## src/rtl/replay_ififo_pkg.sv

```systemverilog
// ============================================================================
// replay_ififo_pkg : shared FSM encoding and pointer-width helper
// Rev 1.0 - initial release
// ============================================================================
`default_nettype none

package replay_ififo_pkg;

   typedef enum logic [0:0] {
      LOAD   = 1'b0,
      REPLAY = 1'b1
   } state_t;

   // Pointer width for a power-of-two depth (depth >= 2)
   function automatic int ptr_w(input int d);
      return (d > 2) ? $clog2(d) : 1;
   endfunction

endpackage

`default_nettype wire

```

## src/rtl/replay_ififo_fifo_mem.sv

```systemverilog
// ============================================================================
// fifo_mem : depth x width storage, synchronous write, registered read port
// Rev 1.0 - initial release
// ============================================================================
`default_nettype none

module fifo_mem #(
   parameter int WIDTH = 32,
   parameter int DEPTH = 64,
   parameter int AW    = 6
) (
   input  logic             clk,
   input  logic             reset,
   input  logic             we,
   input  logic [AW-1:0]    waddr,
   input  logic [WIDTH-1:0] wdata,
   input  logic             re,
   input  logic [AW-1:0]    raddr,
   output logic [WIDTH-1:0] rdata
);

   logic [WIDTH-1:0] r_mem [DEPTH];

   always_ff @(posedge clk) begin
      if (we) r_mem[waddr] <= wdata;
   end

   // Same-edge write to the read address returns the old word (full wr+rd case)
   always_ff @(posedge clk or posedge reset) begin
      if (reset)   rdata <= '0;
      else if (re) rdata <= r_mem[raddr];
   end

endmodule

`default_nettype wire

```

## src/rtl/replay_ififo.sv

```systemverilog
// ============================================================================
// replay_ififo : FIFO that can replay its current contents N times before
//                releasing them; FSM, pointers and counters live here.
// Rev 1.0 - initial release
// ============================================================================
`default_nettype none

module replay_ififo
   import replay_ififo_pkg::*;
#(
   parameter int col    = 8,
   parameter int bw     = 4,
   parameter int depth  = 64,
   parameter int rep_bw = 8
) (
   input  logic                       clk,
   input  logic                       reset,
   input  logic                       clear,
   input  logic                       wr,
   input  logic [col*bw-1:0]          in,
   input  logic                       rd,
   output logic [col*bw-1:0]          out,
   output logic                       o_valid,
   input  logic                       start,
   input  logic [rep_bw-1:0]          replay_num,
   output logic                       o_full,
   output logic                       o_empty,
   output logic [ptr_w(depth):0]      o_level,
   output logic                       o_busy,
   output logic                       o_done,
   output logic                       o_wr_err
);

   localparam int AW = ptr_w(depth);
   localparam int LW = AW + 1;

   state_t            r_state,  w_state_nx;
   logic [AW-1:0]     r_rd_ptr, w_rd_ptr_nx;
   logic [AW-1:0]     r_wr_ptr, w_wr_ptr_nx;
   logic [AW-1:0]     r_base,   w_base_nx;
   logic [AW-1:0]     r_end,    w_end_nx;
   logic [AW-1:0]     r_rep,    w_rep_nx;
   logic [LW-1:0]     r_level,  w_level_nx;
   logic [LW-1:0]     r_count,  w_count_nx;
   logic [rep_bw-1:0] r_passes, w_passes_nx;
   logic              r_valid,  w_valid_nx;
   logic              r_done,   w_done_nx;
   logic              r_wr_err, w_wr_err_nx;

   logic              w_full, w_empty, w_rd_ok, w_wr_ok, w_start_ok, w_last;
   logic [AW-1:0]     w_rd_addr;

   assign w_full  = (r_level == LW'(depth));
   assign w_empty = (r_level == '0);
   assign w_last  = (r_rep == AW'(r_end - AW'(1)));

   // Accept logic; a read is held off in the start cycle so base/end latch cleanly
   always_comb begin
      w_start_ok = 1'b0;
      w_rd_ok    = 1'b0;
      w_wr_ok    = 1'b0;
      if (!clear) begin
         if (r_state == LOAD) begin
            w_start_ok = start && !w_empty;
            w_rd_ok    = rd && !w_empty && !w_start_ok;
            w_wr_ok    = wr && (!w_full || w_rd_ok);
         end else begin
            w_rd_ok    = rd;
            w_wr_ok    = wr && !w_full;
         end
      end
   end

   assign w_rd_addr = (r_state == REPLAY) ? r_rep : r_rd_ptr;

   always_comb begin
      w_state_nx  = r_state;
      w_rd_ptr_nx = r_rd_ptr;
      w_wr_ptr_nx = r_wr_ptr;
      w_base_nx   = r_base;
      w_end_nx    = r_end;
      w_rep_nx    = r_rep;
      w_level_nx  = r_level;
      w_count_nx  = r_count;
      w_passes_nx = r_passes;
      w_valid_nx  = 1'b0;
      w_done_nx   = 1'b0;
      w_wr_err_nx = r_wr_err;

      if (clear) begin
         w_state_nx  = LOAD;
         w_rd_ptr_nx = '0;
         w_wr_ptr_nx = '0;
         w_level_nx  = '0;
         w_passes_nx = '0;
         w_wr_err_nx = 1'b0;
      end else begin
         w_valid_nx = w_rd_ok;
         if (wr && !w_wr_ok) w_wr_err_nx = 1'b1;
         if (w_wr_ok)        w_wr_ptr_nx = r_wr_ptr + AW'(1);

         case (r_state)
            LOAD: begin
               w_level_nx = r_level + LW'(w_wr_ok) - LW'(w_rd_ok);
               if (w_rd_ok) w_rd_ptr_nx = r_rd_ptr + AW'(1);
               if (w_start_ok) begin
                  w_state_nx  = REPLAY;
                  w_base_nx   = r_rd_ptr;
                  w_end_nx    = r_wr_ptr;
                  w_rep_nx    = r_rd_ptr;
                  w_count_nx  = r_level;
                  w_passes_nx = (replay_num == '0) ? rep_bw'(1) : replay_num;
               end
            end
            REPLAY: begin
               w_level_nx = r_level + LW'(w_wr_ok);
               if (w_rd_ok) begin
                  if (!w_last) begin
                     w_rep_nx = r_rep + AW'(1);
                  end else if (r_passes > rep_bw'(1)) begin
                     w_rep_nx    = r_base;
                     w_passes_nx = r_passes - rep_bw'(1);
                  end else begin
                     // Final pass done: release the whole replayed window
                     w_rd_ptr_nx = r_end;
                     w_level_nx  = r_level - r_count + LW'(w_wr_ok);
                     w_passes_nx = '0;
                     w_state_nx  = LOAD;
                     w_done_nx   = 1'b1;
                  end
               end
            end
            default: w_state_nx = LOAD;
         endcase
      end
   end

   always_ff @(posedge clk or posedge reset) begin
      if (reset) begin
         r_state  <= LOAD;
         r_rd_ptr <= '0;
         r_wr_ptr <= '0;
         r_base   <= '0;
         r_end    <= '0;
         r_rep    <= '0;
         r_level  <= '0;
         r_count  <= '0;
         r_passes <= '0;
         r_valid  <= 1'b0;
         r_done   <= 1'b0;
         r_wr_err <= 1'b0;
      end else begin
         r_state  <= w_state_nx;
         r_rd_ptr <= w_rd_ptr_nx;
         r_wr_ptr <= w_wr_ptr_nx;
         r_base   <= w_base_nx;
         r_end    <= w_end_nx;
         r_rep    <= w_rep_nx;
         r_level  <= w_level_nx;
         r_count  <= w_count_nx;
         r_passes <= w_passes_nx;
         r_valid  <= w_valid_nx;
         r_done   <= w_done_nx;
         r_wr_err <= w_wr_err_nx;
      end
   end

   fifo_mem #(
      .WIDTH (col*bw),
      .DEPTH (depth),
      .AW    (AW)
   ) u_mem (
      .clk   (clk),
      .reset (reset),
      .we    (w_wr_ok),
      .waddr (r_wr_ptr),
      .wdata (in),
      .re    (w_rd_ok),
      .raddr (w_rd_addr),
      .rdata (out)
   );

   assign o_valid  = r_valid;
   assign o_full   = w_full;
   assign o_empty  = w_empty;
   assign o_level  = r_level;
   assign o_busy   = (r_state == REPLAY);
   assign o_done   = r_done;
   assign o_wr_err = r_wr_err;

endmodule

`default_nettype wire

```

## config.mk

```make
export PLATFORM = sky130hd
export DESIGN_NAME = replay_ififo
export DESIGN_NICKNAME = d
export VERILOG_FILES = /design/src/rtl/replay_ififo_pkg.sv /design/src/rtl/replay_ififo_fifo_mem.sv /design/src/rtl/replay_ififo.sv
export SDC_FILE = /design/constraint.sdc
export NUM_CORES = 2
export LEC_CHECK = 0
export BUFFER_PORTS_ARGS = -buffer_cell sky130_fd_sc_hd__buf_2
export CAP_MARGIN = 40
export CORE_ASPECT_RATIO = 1.1
export CORE_MARGIN = 4
export CORE_UTILIZATION = 50
export CTS_BUF_LIST = sky130_fd_sc_hd__clkbuf_8 sky130_fd_sc_hd__clkbuf_16
export DETAILED_ROUTE_END_ITERATION = 10
export PLACE_DENSITY = 0.65
export SLEW_MARGIN = 20
export SYNTH_ARGS = -nofsm -noshare
export SYNTH_HDL_FRONTEND = slang
export SYNTH_SLANG_ARGS = --single-unit
```

## constraint.sdc

```tcl
create_clock -name clk -period 4.85 [get_ports clk]
set_input_delay 0.485 -clock clk [delete_from_list [all_inputs] [get_ports clk]]
set_output_delay 0.485 -clock clk [all_outputs]
set_load 0.05 [all_outputs]
```

# Word-level counts from Yosys, hierarchy flattened
# Memories as Yosys holds them, arrays and structs flattened. A register that Yosys moved wholly into a read port is not among the register bits.
# Index checks and enable logic that the tools add are counted.
# word_totals
ff_bits,56
latch_bits,0
mem_bits_rw,2048
mem_bits_ro,0
inputBits,46
output_inout_bits,45
wordCells,102
mem_count,1
# memory_table
memory,depth,word_bits,rd,rd_clocked_by_memory_dff,write_ports,line,rtl
u_mem.r_mem,64,32,1,1,1,replay_ififo_fifo_mem.sv:22,logic [WIDTH-1:0] r_mem [DEPTH];
# op_classes
n_addsub,9
n_mul,0
div,0
n_lt_le_gt_ge,1
n_eq_ne,10
shifts,0
n_mux,48
bitwise,2
reduce_logical,19
# ops
op,count
2-to-1 mux 6 bit,12
2-to-1 mux 8 bit,6
2-to-1 mux 7 bit,4
one-hot mux 6 bit (2 select lines),2
2-to-1 mux 1 bit,21
"adder 6 x 1 -> 6 bit, second input constant",3
one-hot mux 8 bit (2 select lines),1
adder 7 x 1 -> 7 bit,2
one-hot mux 7 bit (2 select lines),1
"!= test 3 x 2 -> 1 bit, second input constant",3
"!= test 3 bit, second input constant",3
"> comparator 8 x 1 -> 1 bit, second input constant",1
zero test 8 bit,1
AND reduction 4 bit,2
"subtractor 8 x 1 -> 8 bit, second input constant",1
"equality test 7 bit, second input constant",1
zero test 7 bit,1
subtractor 7 x 1 -> 7 bit,1
subtractor 7 bit,1
equality test 6 bit,1
logical AND 1 bit,6
AND reduction 3 bit,2
"subtractor 6 x 1 -> 6 bit, second input constant",1
zero test 1 bit,4
6 further kinds,8

# Depth between registers and ports, before layout
# logic_depth
depth_word,15
depth_mapped,19
depth_no_buf,16

# By module
# From an unflattened synthesis, not the netlist that was laid out.
# unflattened
hier_cells,4249
area_unflattened_um2,83548.9
# modules_own_cells
module,instances,cells_per_inst,area_per_inst_um2,seq_area_each_um2
fifo_mem,1,3834,79626.4,62299.8
replay_ififo,1,415,3922.5,1401.3

# Worst setup path before layout
# No wires, ideal clock.
# synth_timing
path_kind,reg-to-reg
from,"register r_state, in the netlist o_busy"
to,memory u_mem.r_mem[62][0] (enable)
setup_time_ps,421
arrival_ps,3504
required_time_ps,4429
path_slack_ps,925
stages_incl_launch_ff,11
n_path_buf,3
period_less_slack_ps,3925
cell_sequence,dfrtp_1 buf_6 buf_6 buf_4 nor2b_1 and2_1 o21a_1 nand2_1 nor2_1 nand3_1 nor2_1
# synth_via
elab_chain_cells,4
# synth_lines
element,line,rtl
from (decl),replay_ififo.sv:37,"state_t r_state, w_state_nx;"
from (signal assigned),replay_ififo.sv:153,r_state <= w_state_nx;
2-to-1 mux 1 bit,replay_ififo.sv:63,if (r_state == LOAD) begin
2-to-1 mux 1 bit,replay_ififo.sv:62,if (!clear) begin
2-to-1 mux 1 bit,replay_ififo_fifo_mem.sv:25,if (we) r_mem[waddr] <= wdata;
2-to-1 mux 1 bit (not written as such),replay_ififo_fifo_mem.sv:25,
to (decl),replay_ififo_fifo_mem.sv:22,
# Every way passes these cells.

# Worst setup path after layout
# layout_timing
from,"register r_state, in the netlist o_busy"
to,"register u_mem.rdata[2], read port of u_mem.r_mem"
# layout_via
elab_chain_cells,2
elab_cells_between_ends,3
cone_classes,mux: 3
# layout_lines
element,line,rtl
2-to-1 mux 1 bit,replay_ififo.sv:63,
2-to-1 mux 1 bit,replay_ififo.sv:62,
to (decl),replay_ififo_fifo_mem.sv:19,output logic [WIDTH-1:0] rdata
# Parallel ways exist; a longest one is shown, timed or not.
# A chain may end at the register's enable or synchronous reset.

==> results_dict.tcl <==
set metrics [dict create \
    status "finished, final reports clean" \
    p_leak_nw 32.6 \
    die-area_mm2 0.184 \
    chipHeight_um 449 \
    gp_congestion 0.875 \
    numCtsBuffers 208 \
    cp_cell_sequence "mux2_8 -> buf_12 -> buf_4 -> nor2_1 -> o211ai_1 -> o221ai_1 -> a22oi_1 -> a22oi_1 -> a211oi_1" \
    drc 0 \
    ys_ff_latch 2136 \
    irDropWorstVdd_mv 0.435 \
    grt_pass1_wl_um 403000 \
    gr-total-overflow 0 \
    arrival_ns 4.98 \
    relSlewSlack 0.327 \
    layout_commonest_cell "edfxtp_1" \
    synthSimpleGateAreaFrac 0.0922 \
    power_mw 50.7 \
    dp.final_hpwl_um 162000 \
    cts_resized 0 \
    antenna_found_initial 21 \
    powerDensity_mw_per_mm2 503 \
    whs_ns 0.0530 \
    ys.flop_type "edfxtp_1" \
    synth_cells 6575 \
    row_count 161 \
    cp-start-kind "register" \
    cts_root_buffer "clkbuf_16" \
    rsz0062_at_grt "no" \
    viasPerCell 6.55 \
    dr_total_vias 61100 \
    avgSynthCellArea_um2 13.5 \
    synth-adder-area-share 0.00334 \
    end_kind "register" \
    final_cell_mix "edfxtp_1, nor2_1, o21ai_0" \
    cts_tree "done" \
    synth_top_family_by_area "compound AO/OA/AOI/OAI gates" \
    clk_pin_slew_ns 0.06 \
    period_share 0.870 \
    syn_area_mm2 0.0885 \
    clock_path_buffers 3 \
    post-route-util 0.574 \
    crit_top_cell "a22oi_1" \
    hp-class "primary input to register" \
    clock_latency_ns 0.87 \
    drive_gt1_frac 0.125 \
    syn-num-nets 6644 \
    synth.distinct_cells 76 \
    synth_compound_area_frac 0.144 \
    grt_usage 0.299 \
    fin_crit_ns 4.22 \
    design_area_mm2 0.101 \
    grt_max_degree 115 \
    slowest_delay_ns 0.74 \
    async_reset_ff_frac 0.0412 \
    synth-xor-area-share 0.00312 \
    num_io_pins 91 \
    layout.nets 6851 \
    grt_pass1_vias 58500 \
    die_w_um 409 \
    start_util 0.505 \
    drv_cap 0 \
    wl_per_cell_um 30.2 \
    ant_nets 0 \
    worstPathMaxFanout 91 \
    synth_edf_count 2048 \
    ctsHtreeMaxLevel 4 \
    slew_violations 0 \
    synthMuxAreaShare 0.00883 \
    path_class "register to register" \
    setup_viol 0 \
    port_buffers 90 \
    yosysSeqAreaShare 0.720 \
    worst_path_max_delay_cell "a22oi_1" \
    ys_warn_count 0 \
    cts_sinks 2136 \
    routed_wl_um 282000 \
    hold_violations 0 \
    skew_ns 0.0429 \
    placed_cell_area_mm2 0.0937 \
    drt_iter0_markers 9920 \
    cp.required_ns 5.61 \
    syn2layout_area_growth_pct 13.7 \
    worstMarginPinSlew_ns 1.01 \
    core-area_mm2 0.175 \
    max_freq_ghz 0.237 \
    drtPass1Iterations 9 \
]
## power by group
| part | internal, mW | switching (mW) |
|---|---|---|
| sequential | 20.5 | 0.531 |
| clock | 8.94 | 7.05 |
| combinational | 4.09 | 9.56 |
| total | 33.5 | 17.1 |
## kinds of logic after synthesis
group / Yosys count
buf+inv: 555
flops: 2136
fa+ha+maj: 23
simple gates: 1829
compound gates: 1928
mux: 74
xor+xnor: 30
## cells in the mapped netlist (all sizes together) (97+ instances only)
cell       n  share of area
a211oi   193          0.016
a21oi    324          0.018
a31oi     97         0.0069
buf      242          0.015
clkbuf   219         0.0093
edfxtp  2048           0.69
nand2    286          0.012
nand2b   192          0.014
nor2    1030          0.044
o211ai   144          0.012
o21ai    417          0.024
o22ai    229          0.017
## per-stage QoR
step | cells | setup TNS (ns) | worst slack [ns]
final | 9332 | 0 | 0.630
after global placement | 8897 | -0.0915 | -0.0915
after detailed placement | 8916 | 0 | 0.829
after global routing | 9328 | 0 | 0.644
after floorplan | 6575 | 0 | 0.925
after CTS | 9318 | 0 | 0.804
## layer usage
metal	share of wire	GRT usage	routed length, um
met3	0.11	0.0569	32000
met5	0.00020	0	57
met2	0.46	0.467	130000
met4	0.044	0.124	12500
met1	0.38	0.414	108000
## sequential cells by signal, summed over array words and instances (netlist names)
signal,count
o_busy,1
u_mem.rdata,32
r_rep,6
r_passes,8
r_rd_ptr,6
r_end,6
r_count,7
o_wr_err,1
o_valid,1
o_level,7
u_mem.r_mem,2048
r_wr_ptr,6
o_done,1
r_base,6
## cell type report
class                   instances  area, um^2
diodes                          5        12.5
clock buffers                 215        5310
clock inverters               177        1430
fillers                     13600       74800
inverters                      94         358
multi-input cells            3884       23100
flip-flops and latches       2136       63700
well taps                    2363        2960
repair buffers                458        3790
## critical path: cells and delay by family, from the launching register on
family          cells  cell delay [ns]
mux                 1             0.57
flops               1             0.56
simple gates        1             0.11
buf+inv             2             0.98
compound gates      5             1.73
## worst paths after layout
path	start	cells past startpoint	slack [ns]	to
hold reg to reg	o_wr_err$_DFFE_PP0P_	2	0.50	o_wr_err$_DFFE_PP0P_
hold / removal	clear	2	0.05	o_wr_err$_DFFE_PP0P_
setup reg to reg	o_busy$_DFF_PP0_	9	0.63	u_mem.rdata[2]$_DFFE_PP0P_
max in group asynchronous	reset	4	3.42	o_busy$_DFF_PP0_
min in group asynchronous	reset	3	0.22	u_mem.rdata[12]$_DFFE_PP0P_
setup / recovery	o_busy$_DFF_PP0_	9	0.63	u_mem.rdata[2]$_DFFE_PP0P_
## what timing repair did
item | in CTS | in global routing
setup endpoints to repair | 0 | 0
endpoints found under the hold margin | 40 | 0
hold buffers | 10 | 0
buffers inserted | 0 | 0
Power figures use the tool's default switching activity.
